===== src/rtl/hazard_scoreboard.sv =====
// Operand hazard scoreboard for the 5-stage pipeline: stall and bypass selects
// from decoded producer/consumer timing, plus an MDU busy counter for HI/LO.
module hazard_scoreboard #(
    parameter int REG_AW   = 5,
    parameter int TNEW_W   = 2,
    parameter int MULT_LAT = 5,
    parameter int DIV_LAT  = 10,
    parameter int CNT_W    = 4
) (
    input  logic              clk,
    input  logic              reset,
    input  logic              d_valid,
    input  logic [REG_AW-1:0] d_rs_addr,
    input  logic              d_rs_used,
    input  logic [TNEW_W-1:0] d_rs_tuse,
    input  logic [REG_AW-1:0] d_rt_addr,
    input  logic              d_rt_used,
    input  logic [TNEW_W-1:0] d_rt_tuse,
    input  logic [REG_AW-1:0] d_dst_addr,
    input  logic [TNEW_W-1:0] d_tnew,
    input  logic              d_md_start,
    input  logic              d_md_is_div,
    input  logic              d_md_use,
    output logic              stall,
    output logic [1:0]        fwd_rs_d,
    output logic [1:0]        fwd_rt_d,
    output logic [1:0]        fwd_rs_e,
    output logic [1:0]        fwd_rt_e,
    output logic              fwd_rt_m,
    output logic              md_busy
);

    typedef logic [REG_AW-1:0] reg_t;
    typedef logic [TNEW_W-1:0] tn_t;

    typedef struct packed {
        reg_t dst;
        tn_t  tnew;
        reg_t rs;
        logic rs_used;
        reg_t rt;
        logic rt_used;
    } rec_t;

    rec_t e_q, m_q, w_q;
    rec_t e_nxt, m_nxt, w_nxt;
    logic [CNT_W-1:0] md_cnt;
    logic data_stall, md_stall, advance;

    function automatic tn_t tn_dec(input tn_t t);
        return (t != '0) ? t - TNEW_W'(1) : '0;
    endfunction

    // Register 0 is never a real destination, so it never matches.
    function automatic logic hit(input rec_t r, input reg_t s);
        return (r.dst != '0) && (r.dst == s);
    endfunction

    function automatic logic src_stall(
        input logic used, input reg_t s, input tn_t tuse,
        input rec_t e, input rec_t m);
        logic se, sm;
        se = hit(e, s) && (e.tnew > tuse);
        sm = hit(m, s) && (m.tnew > tuse);
        return used && (s != '0) && (se || sm);
    endfunction

    // The youngest match decides; a not-yet-ready match blocks older stages.
    function automatic logic [1:0] fwd_d(
        input logic used, input reg_t s,
        input rec_t e, input rec_t m, input rec_t w);
        logic [1:0] sel;
        sel = 2'd0;
        if (used && s != '0) begin
            if (hit(e, s))
                sel = (e.tnew == '0) ? 2'd1 : 2'd0;
            else if (hit(m, s))
                sel = (m.tnew == '0) ? 2'd2 : 2'd0;
            else if (hit(w, s))
                sel = (w.tnew == '0) ? 2'd3 : 2'd0;
        end
        return sel;
    endfunction

    function automatic logic [1:0] fwd_e(
        input logic used, input reg_t s,
        input rec_t m, input rec_t w);
        logic [1:0] sel;
        sel = 2'd0;
        if (used && s != '0) begin
            if (hit(m, s))
                sel = (m.tnew == '0) ? 2'd2 : 2'd0;
            else if (hit(w, s))
                sel = (w.tnew == '0) ? 2'd3 : 2'd0;
        end
        return sel;
    endfunction

    assign md_busy = (md_cnt != '0);

    always_comb begin
        data_stall = src_stall(d_rs_used, d_rs_addr, d_rs_tuse, e_q, m_q)
                   | src_stall(d_rt_used, d_rt_addr, d_rt_tuse, e_q, m_q);
        md_stall   = d_valid && d_md_use && md_busy;
        stall      = data_stall || md_stall;
        advance    = d_valid && !stall;
    end

    always_comb begin
        fwd_rs_d = fwd_d(d_rs_used, d_rs_addr, e_q, m_q, w_q);
        fwd_rt_d = fwd_d(d_rt_used, d_rt_addr, e_q, m_q, w_q);
        fwd_rs_e = fwd_e(e_q.rs_used, e_q.rs, m_q, w_q);
        fwd_rt_e = fwd_e(e_q.rt_used, e_q.rt, m_q, w_q);
        fwd_rt_m = m_q.rt_used && (m_q.rt != '0) && (w_q.dst == m_q.rt);
    end

    always_comb begin
        e_nxt = '0;
        if (advance) begin
            e_nxt.dst     = d_dst_addr;
            e_nxt.tnew    = d_tnew;
            e_nxt.rs      = d_rs_addr;
            e_nxt.rs_used = d_rs_used;
            e_nxt.rt      = d_rt_addr;
            e_nxt.rt_used = d_rt_used;
        end
        m_nxt      = e_q;
        m_nxt.tnew = tn_dec(e_q.tnew);
        w_nxt      = m_q;
        w_nxt.tnew = tn_dec(m_q.tnew);
    end

    always_ff @(posedge clk) begin
        if (reset) begin
            e_q <= '0;
            m_q <= '0;
            w_q <= '0;
        end else begin
            e_q <= e_nxt;
            m_q <= m_nxt;
            w_q <= w_nxt;
        end
    end

    // A start is only taken when D actually advances, never while stalled.
    always_ff @(posedge clk) begin
        if (reset)
            md_cnt <= '0;
        else if (advance && d_md_start)
            md_cnt <= d_md_is_div ? CNT_W'(DIV_LAT) : CNT_W'(MULT_LAT);
        else if (md_cnt != '0)
            md_cnt <= md_cnt - CNT_W'(1);
    end

endmodule

===== config.mk =====
export PLATFORM = sky130hd
export DESIGN_NAME = hazard_scoreboard
export DESIGN_NICKNAME = d
export VERILOG_FILES = /design/src/rtl/hazard_scoreboard.sv
export SDC_FILE = /design/constraint.sdc
export NUM_CORES = 1
export LEC_CHECK = 0
export CORE_ASPECT_RATIO = 1.5
export CORE_UTILIZATION = 40
export DETAILED_ROUTE_END_ITERATION = 16
export PLACE_DENSITY = 0.66
export SLEW_MARGIN = 25
export SYNTH_ARGS = -nofsm -noshare
export SYNTH_HDL_FRONTEND = slang
export SYNTH_SLANG_ARGS = --single-unit

===== constraint.sdc =====
create_clock -name clk -period 3 [get_ports clk]
set_clock_uncertainty 0.1 [all_clocks]
set_input_delay 0.75 -clock clk [delete_from_list [all_inputs] [get_ports clk]]
set_output_delay 0.75 -clock clk [all_outputs]
set_load 0.01 [all_outputs]

After elaboration in Yosys (flattened, before gate mapping) --
Index checks and enable logic that the tools add are counted.
Word-level totals: bits in registers 43, latch bits 0, memory bits (writable) 0, memory bits (read-only) 0, input port bits 29, output and inout port bits 11, word-level logic and storage cells 103, memories 0
Cells by class: $add $sub $neg 3, multiply operators 0, divide/modulo/power cells 0, $lt $le $gt $ge 4, equality and inequality tests 11, shift operators 0, mux-type cells 20, bitwise operators 4, reductions and logical operators 48
Operators by type and width (number):
- equality test 5 bit | 11
- nonzero test 5 bit | 8
- 2-to-1 mux 2 bit | 16
- logical AND 1 bit | 26
- 2-to-1 mux 4 bit | 3
- > comparator 2 bit | 4
- zero test 2 bit | 3
- nonzero test 2 bit | 3
- OR reduction 2 bit | 3
- nonzero test 4 bit | 1
- subtractor 2 x 1 -> 2 bit, second input constant | 2
- subtractor 4 x 1 -> 4 bit, second input constant | 1
- logical OR 1 bit | 3
- inverter 1 bit | 3
- zero test 1 bit | 1
- 2-to-1 mux 1 bit | 1
- OR 1 bit | 1

Logic depth before layout (Yosys ltp) --
Gate-level depths: netlist of the first run.
word-level depth 11, mapped depth 10, gate-level depth less buffers 8

Worst setup path before layout of the first run --
No wires, ideal clock.
path type input to output, start point input d_rt_addr[4], end point output fwd_rt_d[1], arrival 1929 ps, data required time 2150 ps, slack 221 ps, cell stages on the path 5, buffers on the path 0, cells stage by stage xor2_1 > or4_1 > nor4_1 > a21oi_1 > nor3_1
Between the ends: longest elaborated chain between the ends 6, elaborated cells between the ends (all ways) 12, those cells by class eq/ne (3); mux (4); reduce/logical (5)
RTL lines:
- from (decl) | RTL line 16 | input logic [REG_AW-1:0] d_rt_addr,
- equality test 5 bit | RTL line 56 | return (r.dst != '0) && (r.dst == s);
- logical AND 1 bit | RTL line 56
- 2-to-1 mux 2 bit | RTL line 79 | else if (hit(w, s))
- 2-to-1 mux 2 bit | RTL line 77 | else if (hit(m, s))
- 2-to-1 mux 2 bit | RTL line 75 | if (hit(e, s))
- 2-to-1 mux 2 bit * | RTL line 74 | if (used && s != '0) begin
- to (decl) | RTL line 26 | output logic [1:0] fwd_rt_d,
Mark *: on every way between the ends. The rest lies on a longest branch, timed or not.

Worst setup path in the final report of the first run --
start point input d_rt_addr[4], end point output stall
Between the ends: longest elaborated chain between the ends 7, elaborated cells between the ends (all ways) 12, those cells by class eq/ne (2); bitwise (1); reduce/logical (9)
RTL lines:
- equality test 5 bit | RTL line 56
- logical AND 1 bit | RTL line 56
- logical AND 1 bit (on tied branches) | RTL line 63, 64
- logical OR 1 bit | RTL line 65 | return used && (s != '0) && (se || sm);
- logical AND 1 bit * | RTL line 65
- OR 1 bit * | RTL line 103 | | src_stall(d_rt_used, d_rt_addr, d_rt_tuse, e_q, m_q);
- logical OR 1 bit * | RTL line 105 | stall = data_stall || md_stall;
- to (decl) | RTL line 24 | output logic stall,
Marked as above.

==> results of run 1 <==
-- Yosys cell counts (3+ instances only) --
library cell	n
a211oi_1	3
clkbuf_1	9
nor2_1	10
and2_1	21
nor4_2	4
nor3_1	13
and3_1	3
nor2b_1	18
or4_1	8
xnor2_1	25
ha_1	12
nand4_1	4
inv_1	13
a21oi_1	9
o31ai_1	3
nand3_1	8
xor2_1	31
buf_2	5
dfxtp_1	43
nor4_1	4
-- power breakdown --
group          switching [mW]  leakage, nW  total, mW  internal (mW)
clock network           0.200       0.0412      0.363          0.163
logic                   0.260         1.22      0.539          0.279
registers              0.0439        0.355      0.666          0.622
total                   0.504         1.62       1.57           1.06
-- area by class of cell --
type / count / area share [%]
clock buffers: 6 / 1.98
flip-flops and latches: 43 / 23.7
well taps: 72 / 2.45
clock inverters: 2 / 0.341
repair buffers: 96 / 22.1
inverters: 13 / 1.33
multi-input cells: 196 / 48.0
-- per-layer routing --
metal,vias to the layer above,global-route usage (%)
met5,-,0
met4,0,8.53
met3,12,2.92
met2,57,40.7
met1,1102,23.2
li1,1079,-
-- sequential cells by signal, indices dropped and copies added (netlist names) --
register  flops
m_q          13
md_cnt        4
e_q          19
w_q           7
-- layout by cell type, fill, tap and decap left out, types with 4 or more instances in the layout --
cell             Yosys  routed
nor3_1              13      12
a21oi_1              9       5
nand3_1              8       5
a211oi_2             1       4
dfxtp_2              0       8
nor4_4               0       4
nor2_1              10       9
clkdlybuf4s50_1      0      19
and2_1              21      20
buf_2                5       7
clkbuf_8             0       5
xnor2_1             25      21
buf_6                1       8
ha_4                 0       4
ha_1                12       8
nor2b_1             18      18
buf_4                1      51
nand4_1              4       4
dfxtp_1             43      35
xor2_1              31      28
or4_4                0       5
inv_1               13      11
-- logic make-up after synthesis --
kind of cell               synth area share (%)
adders and majority gates                  6.13
AOI/OAI and AO/OA                          8.78
muxes                                     0.817
DFF                                        35.1
and+or+nand+nor                            24.0
xor gates and xnor gates                   20.0
buffers and inverters                      5.16
-- worst paths after layout --
path                       from            endpoint  slack, ns  cells past startpoint
min          e_q[12]$_SDFF_PP0_  m_q[12]$_SDFF_PP0_       0.33                      1
max                d_rt_addr[4]               stall       -0.1                      8
max reg2reg  e_q[15]$_SDFF_PP0_  e_q[11]$_SDFF_PP0_       0.60                     10
min reg2reg  e_q[12]$_SDFF_PP0_  m_q[12]$_SDFF_PP0_       0.33                      1
-- what timing repair did --
item,CTS,global route
hold buffers,0,0
gates resized for setup,98,38
endpoints found under the setup margin,9,12
pin swaps,20,25
cloned,0,0
setup buffers,11,5
-- metrics by stage --
stage / total power [mW] / cell area [sq um] / instances / hold slack [ns] / utilization, %
after floorplan: 0.962 / 2450 / 268 / 0.301 / -
after global placement: 1.13 / 3190 / 406 / 0.306 / 54.3
after detailed placement: 1.14 / 3190 / 406 / 0.326 / 54.3
after CTS: 1.54 / 3490 / 424 / 0.337 / 59.4
after global routing: 1.66 / 3670 / 428 / 0.375 / 62.6
final: 1.57 / 3670 / 428 / 0.334 / 62.6
-- worst register-to-register path: cells and delay by family (launching register included) --
kind	cells	cell delay (ns)
buffers and inverters	4	0.57
and+or+nand+nor	5	1.15
AOI/OAI and AO/OA	1	0.20
DFF	1	0.32
==> reports/results.ini, run 1 <==
[drt]
wire_per_inst_microns = 16.0
viasPerCell = 5.26
vias = 2250
drc = 0
routed.top_layer = met4
route.met3.wl_microns = 256
wirelength_met1_mm = 2.55
initialDrtViolationCount = 63
wirelength_mm = 6.86
dr.pass1.iters = 4
ant_nets = 0
wl_met2_mm = 3.89

[yosys]
avgSynthCellArea_sq_um = 9.15
synthFlopType = dfxtp_1
ys_warn_count = 0
synth_top_area_share_pct = 35.1
synth_area_leaders = dfxtp_1 35%, xor2_1 11%, xnor2_1 8.9%
syn-num-nets = 309
postSynthCellCount = 268
synth_seq_cells = 43
async_flop_share_pct = 0
synth_largest_area_cell = dfxtp_1
synthDistinctLibCells = 36
seq_area_frac_synth_pct = 35.1
syn_area_sq_um = 2450
synth_edf_count = 0

[clock_tree]
clk_path_buf_depth = 2
cts_made_buffers = 5
cts_sinks = 43
insertion_delay_ns = 0.30
clockRootBuffer = clkbuf_8
cts_tree = built
clk_pin_slew_ns = 0.08
htreeDepth = 2

[timing]
rsz0062_at_grt = true
fin_setup_tns_ns = -0.193
fin_crit_ns = 3.10
worst_slack_ns = -0.0977
finalMaxSlewViolations = 0
tightest_slew_ns = 0.350
relSlewSlack_pct = 76.5
finalCritPeriodShare_pct = 103
hold_viol_final = 0
setup_violations = 2
timing.fmax_mhz = 323

[floorplanning]
fp.dieW_microns = 65.9
die-area_sq_um = 6450
start_util_pct = 41.8
io_pins = 40
core_sq_um = 5870
num_rows = 34
die_h_microns = 97.9

[critical_path]
crit_path_end_kind = primary output
required_ns = 2.15
cp_max_fo = 3
path_cells = buf_6, buf_6, or4_4, o21ai_4, a211oi_2, a22oi_4, nand3_2, buf_2
critPathKind = primary input to primary output
crit_path_start_kind = primary input
cpMaxStageDelayCell = or4_4
crit_family = simple AND/OR/NAND/NOR gates
max_stage_delay_ns = 0.54
cp_common_cell = buf_6
critPathBufInv = 3
crit_arrival_ns = 2.25

[placed_design]
pre_cts_ws_ns = -0.928
portBuffers = 39
hpwl_mm = 4.85
gp_congestion = 0.871

[status]
status = finished with violations
violations = setup timing

[grt]
grt_pass1_vias = 2231
grt_first_pass_wirelength_mm = 10.5
antenna_found_initial = 0
grt_max_degree = 27
grt_util_all_layers_pct = 21.6
grt_overflow_total = 0

[cells_and_area]
fillCellCount = 464
multiInputGateArea_sq_um = 1760
diodes = 0
seq_area_sq_um = 871
areaGrowthSynthToFinish_pct = 49.8
layout-drive-gt1-share_pct = 37.4
nets = 396

[power]
p_per_area_nw_per_um2 = 427
max-vdd-ir-drop_v = 0.000233
p_leak_nw = 1.62

[worst_hold_path]
hold_path.class = flip-flop to flip-flop

[job]
cap_violations = 0

Power figures use the tool's default switching activity.
==> run 2, diff against run 1 <==
--- a/config.mk
+++ b/config.mk
@@ -5,10 +5,12 @@
 export SDC_FILE = /design/constraint.sdc
 export NUM_CORES = 1
 export LEC_CHECK = 0
+export CELL_PAD_IN_SITES_DETAIL_PLACEMENT = 1
+export CELL_PAD_IN_SITES_GLOBAL_PLACEMENT = 1
 export CORE_ASPECT_RATIO = 1.5
 export CORE_UTILIZATION = 40
 export DETAILED_ROUTE_END_ITERATION = 16
-export PLACE_DENSITY = 0.66
+export PLACE_DENSITY = 0.82
 export SLEW_MARGIN = 25
 export SYNTH_ARGS = -nofsm -noshare
 export SYNTH_HDL_FRONTEND = slang
==> reports/results.ini, run 2 (same netlist as run 1, synthesis figures left out) <==
[status]
status = finished with violations
violations = setup timing

[job]
cap_violations = 0  ; unchanged

[critical_path]
required_ns = 2.15  ; about the same
cp_max_fo = 3  ; unchanged
path_cells = nor2_4, o21ai_4, buf_6, or4_4, nor4_4, buf_4, a21oi_4, nor3_1, buf_2
crit_path_start_kind = flip-flop
regToRegSetupSlack_ns = 0.08  ; -0.52 ns
critPathKind = flip-flop to primary output
crit_arrival_ns = 2.37  ; +0.12 ns
max_stage_delay_ns = 0.54  ; about the same
crit_path_end_kind = primary output
cpMaxStageDelayCell = or4_4

[clock_tree]
insertion_delay_ns = 0.31  ; about the same
cts_sinks = 43  ; unchanged
clk_path_buf_depth = 2  ; unchanged
clk_pin_slew_ns = 0.10  ; +0.02 ns
cts_tree = built
clockRootBuffer = clkbuf_8
htreeDepth = 2  ; unchanged
cts_made_buffers = 5  ; unchanged

[timing]
timing.fmax_mhz = 311  ; -3.7%
rsz0062_at_grt = true
setup_violations = 5  ; +3
tightest_slew_ns = 0.442  ; +0.0924 ns
finalMaxSlewViolations = 0  ; unchanged
worst_slack_ns = -0.215  ; -0.118 ns
hold_viol_final = 0  ; unchanged
fin_crit_ns = 3.22  ; +0.118 ns
relSlewSlack_pct = 70.5  ; -6.0 points
finalCritPeriodShare_pct = 107  ; +3.9 points

[placed_design]
pre_cts_ws_ns = -1.12  ; -0.188 ns
portBuffers = 39  ; unchanged
gp_congestion = 0.873  ; +0.22%
hpwl_mm = 5.82  ; +20%
place_area_sq_um = 3230  ; +1.4%

[cells_and_area]
diodes = 0  ; unchanged
largest_register = e_q
layout-drive-gt1-share_pct = 41.5  ; +4.1 points
fin_area_sq_um = 3860  ; +5.1%
areaGrowthSynthToFinish_pct = 57.5
layout_commonest_cell = buf_4
largest_register_ffs = 19  ; unchanged
mostFrequentLayoutCells = 59 x buf_4, 33 x dfxtp_1, 28 x xor2_1
largestRegisters = e_q x19, m_q x13, w_q x7
nets = 409  ; +3.3%

[grt]
antenna_found_initial = 0  ; unchanged
grt_pass1_vias = 2763  ; +24%
grt_overflow_total = 0  ; unchanged
grt_util_all_layers_pct = 33.7  ; +12 points
grt_first_pass_wirelength_mm = 15.7  ; +50%
grt_max_degree = 27  ; unchanged

[drt]
wire_per_inst_microns = 26.1  ; +63%
dr.pass1.iters = 5  ; +1
wirelength_mm = 11.5  ; +68%
ant_nets = 0  ; unchanged
drc = 0  ; unchanged
viasPerCell = 5.80  ; +10%
vias = 2556  ; +14%
initialDrtViolationCount = 147  ; +130%

[power]
power_frac_clock_pct = 27.8  ; +4.7 points
max-vdd-ir-drop_v = 0.000436  ; +88%
power_frac_seq_pct = 37.4  ; -5.1 points
p_per_area_nw_per_um2 = 467  ; +9.3%
p_sw_share_pct = 33.6  ; +1.4 points
switchingPower_uw = 605  ; +20%
p_leak_nw = 1.72  ; +6.1%
power_mw = 1.80  ; +15%
p_int_mw = 1.20  ; +12%
power_frac_comb_pct = 34.9  ; +0.5 points

[floorplanning]
io_pins = 40  ; unchanged
die_h_microns = 97.9  ; unchanged
fp.dieW_microns = 65.9  ; unchanged
core_sq_um = 5870  ; unchanged
start_util_pct = 41.8  ; unchanged
die-area_sq_um = 6450  ; unchanged
num_rows = 34  ; unchanged

[worst_hold_path]
hold_path.class = flip-flop to flip-flop

## run 2: cell types whose count changed in the layout (fill, tap and decap cells not counted), moves of 2 or more
cell      delta
buf_4        +8
buf_6        +5
a21oi_1      -2
a21oi_4      +2
buf_2        +2
clkbuf_2     -2
dfxtp_1      -2
dfxtp_2      +2
## run 2: power groups by stage
stage / clock network, mW / registers (mW) / logic, mW
6_report: 0.500 / 0.674 / 0.628
2_1_floorplan: 0 / 0.664 / 0.298
3_3_place_gp: 0 / 0.671 / 0.462
4_1_cts: 0.480 / 0.666 / 0.538
3_5_place_dp: 0 / 0.676 / 0.492
5_1_grt: 0.525 / 0.680 / 0.656
## run 2: layer usage
layer | GRT usage (%) | vias to the layer above | part of all wire, %
met4 | 23.1 | 0 | 5.9
met1 | 37.4 | 1266 | 37
li1 | - | 1104 | -
met3 | 6.78 | 54 | 5.1
met2 | 56.0 | 132 | 52
met5 | 0 | - | 0
## run 2: worst max-delay path, delay by kind of cell (launching register included)
family                 cells  cell delay (ns)
buffers and inverters      3             0.50
AO/OA/AOI/OAI              2             0.13
AND/OR/NAND/NOR            4             1.08
flip-flops                 1             0.35
## run 2: layout make-up
| type | count | area (sq um) |
|---|---|---|
| tap | 72 | 90.1 |
| fill | 620 | 2010 |
| clock buffer | 6 | 82.6 |
| sequential | 43 | 873 |
| clock inverter | 2 | 35.0 |
| inverter | 13 | 48.8 |
| multi-input combinational | 196 | 1800 |
| timing repair buffer | 109 | 935 |
## run 2: final timing paths
check / start / endpoint / depth (start not counted)
min reg2reg: e_q[12]$_SDFF_PP0_ / m_q[12]$_SDFF_PP0_ / 1
min: e_q[12]$_SDFF_PP0_ / m_q[12]$_SDFF_PP0_ / 1
max: w_q[12]$_SDFF_PP0_ / fwd_rs_d[1] / 9
max reg2reg: e_q[15]$_SDFF_PP0_ / e_q[4]$_SDFF_PP0_ / 11
## run 2: metrics by stage
| step | hold WS (ns) | std cells | utilization (%) | TNS (ns) |
|---|---|---|---|---|
| global route | 0.367 | 441 | 65.8 | -1.12 |
| finish | 0.347 | 441 | 65.8 | -0.864 |
| floorplan | 0.301 | 268 | - | 0 |
| global placement | 0.306 | 412 | 55.1 | -8.24 |
| detailed placement | 0.326 | 412 | 55.1 | -9.52 |
| CTS | 0.338 | 434 | 61.3 | -0.792 |
## run 2: timing repair
item,CTS,global route
endpoints found under the setup margin,9,13
pin swaps,22,32
buffers inserted,15,8
hold buffers,0,0
gates resized for setup,105,53
==> run 3, diff against run 2 <==
--- a/config.mk
+++ b/config.mk
@@ -9,6 +9,7 @@
 export CELL_PAD_IN_SITES_GLOBAL_PLACEMENT = 1
 export CORE_ASPECT_RATIO = 1.5
 export CORE_UTILIZATION = 40
+export CTS_CLUSTER_SIZE = 40
 export DETAILED_ROUTE_END_ITERATION = 16
 export PLACE_DENSITY = 0.82
 export SLEW_MARGIN = 25
==> results of run 3 <==
Same layout as run 2: the final DEF is identical, and so are final timing and power.
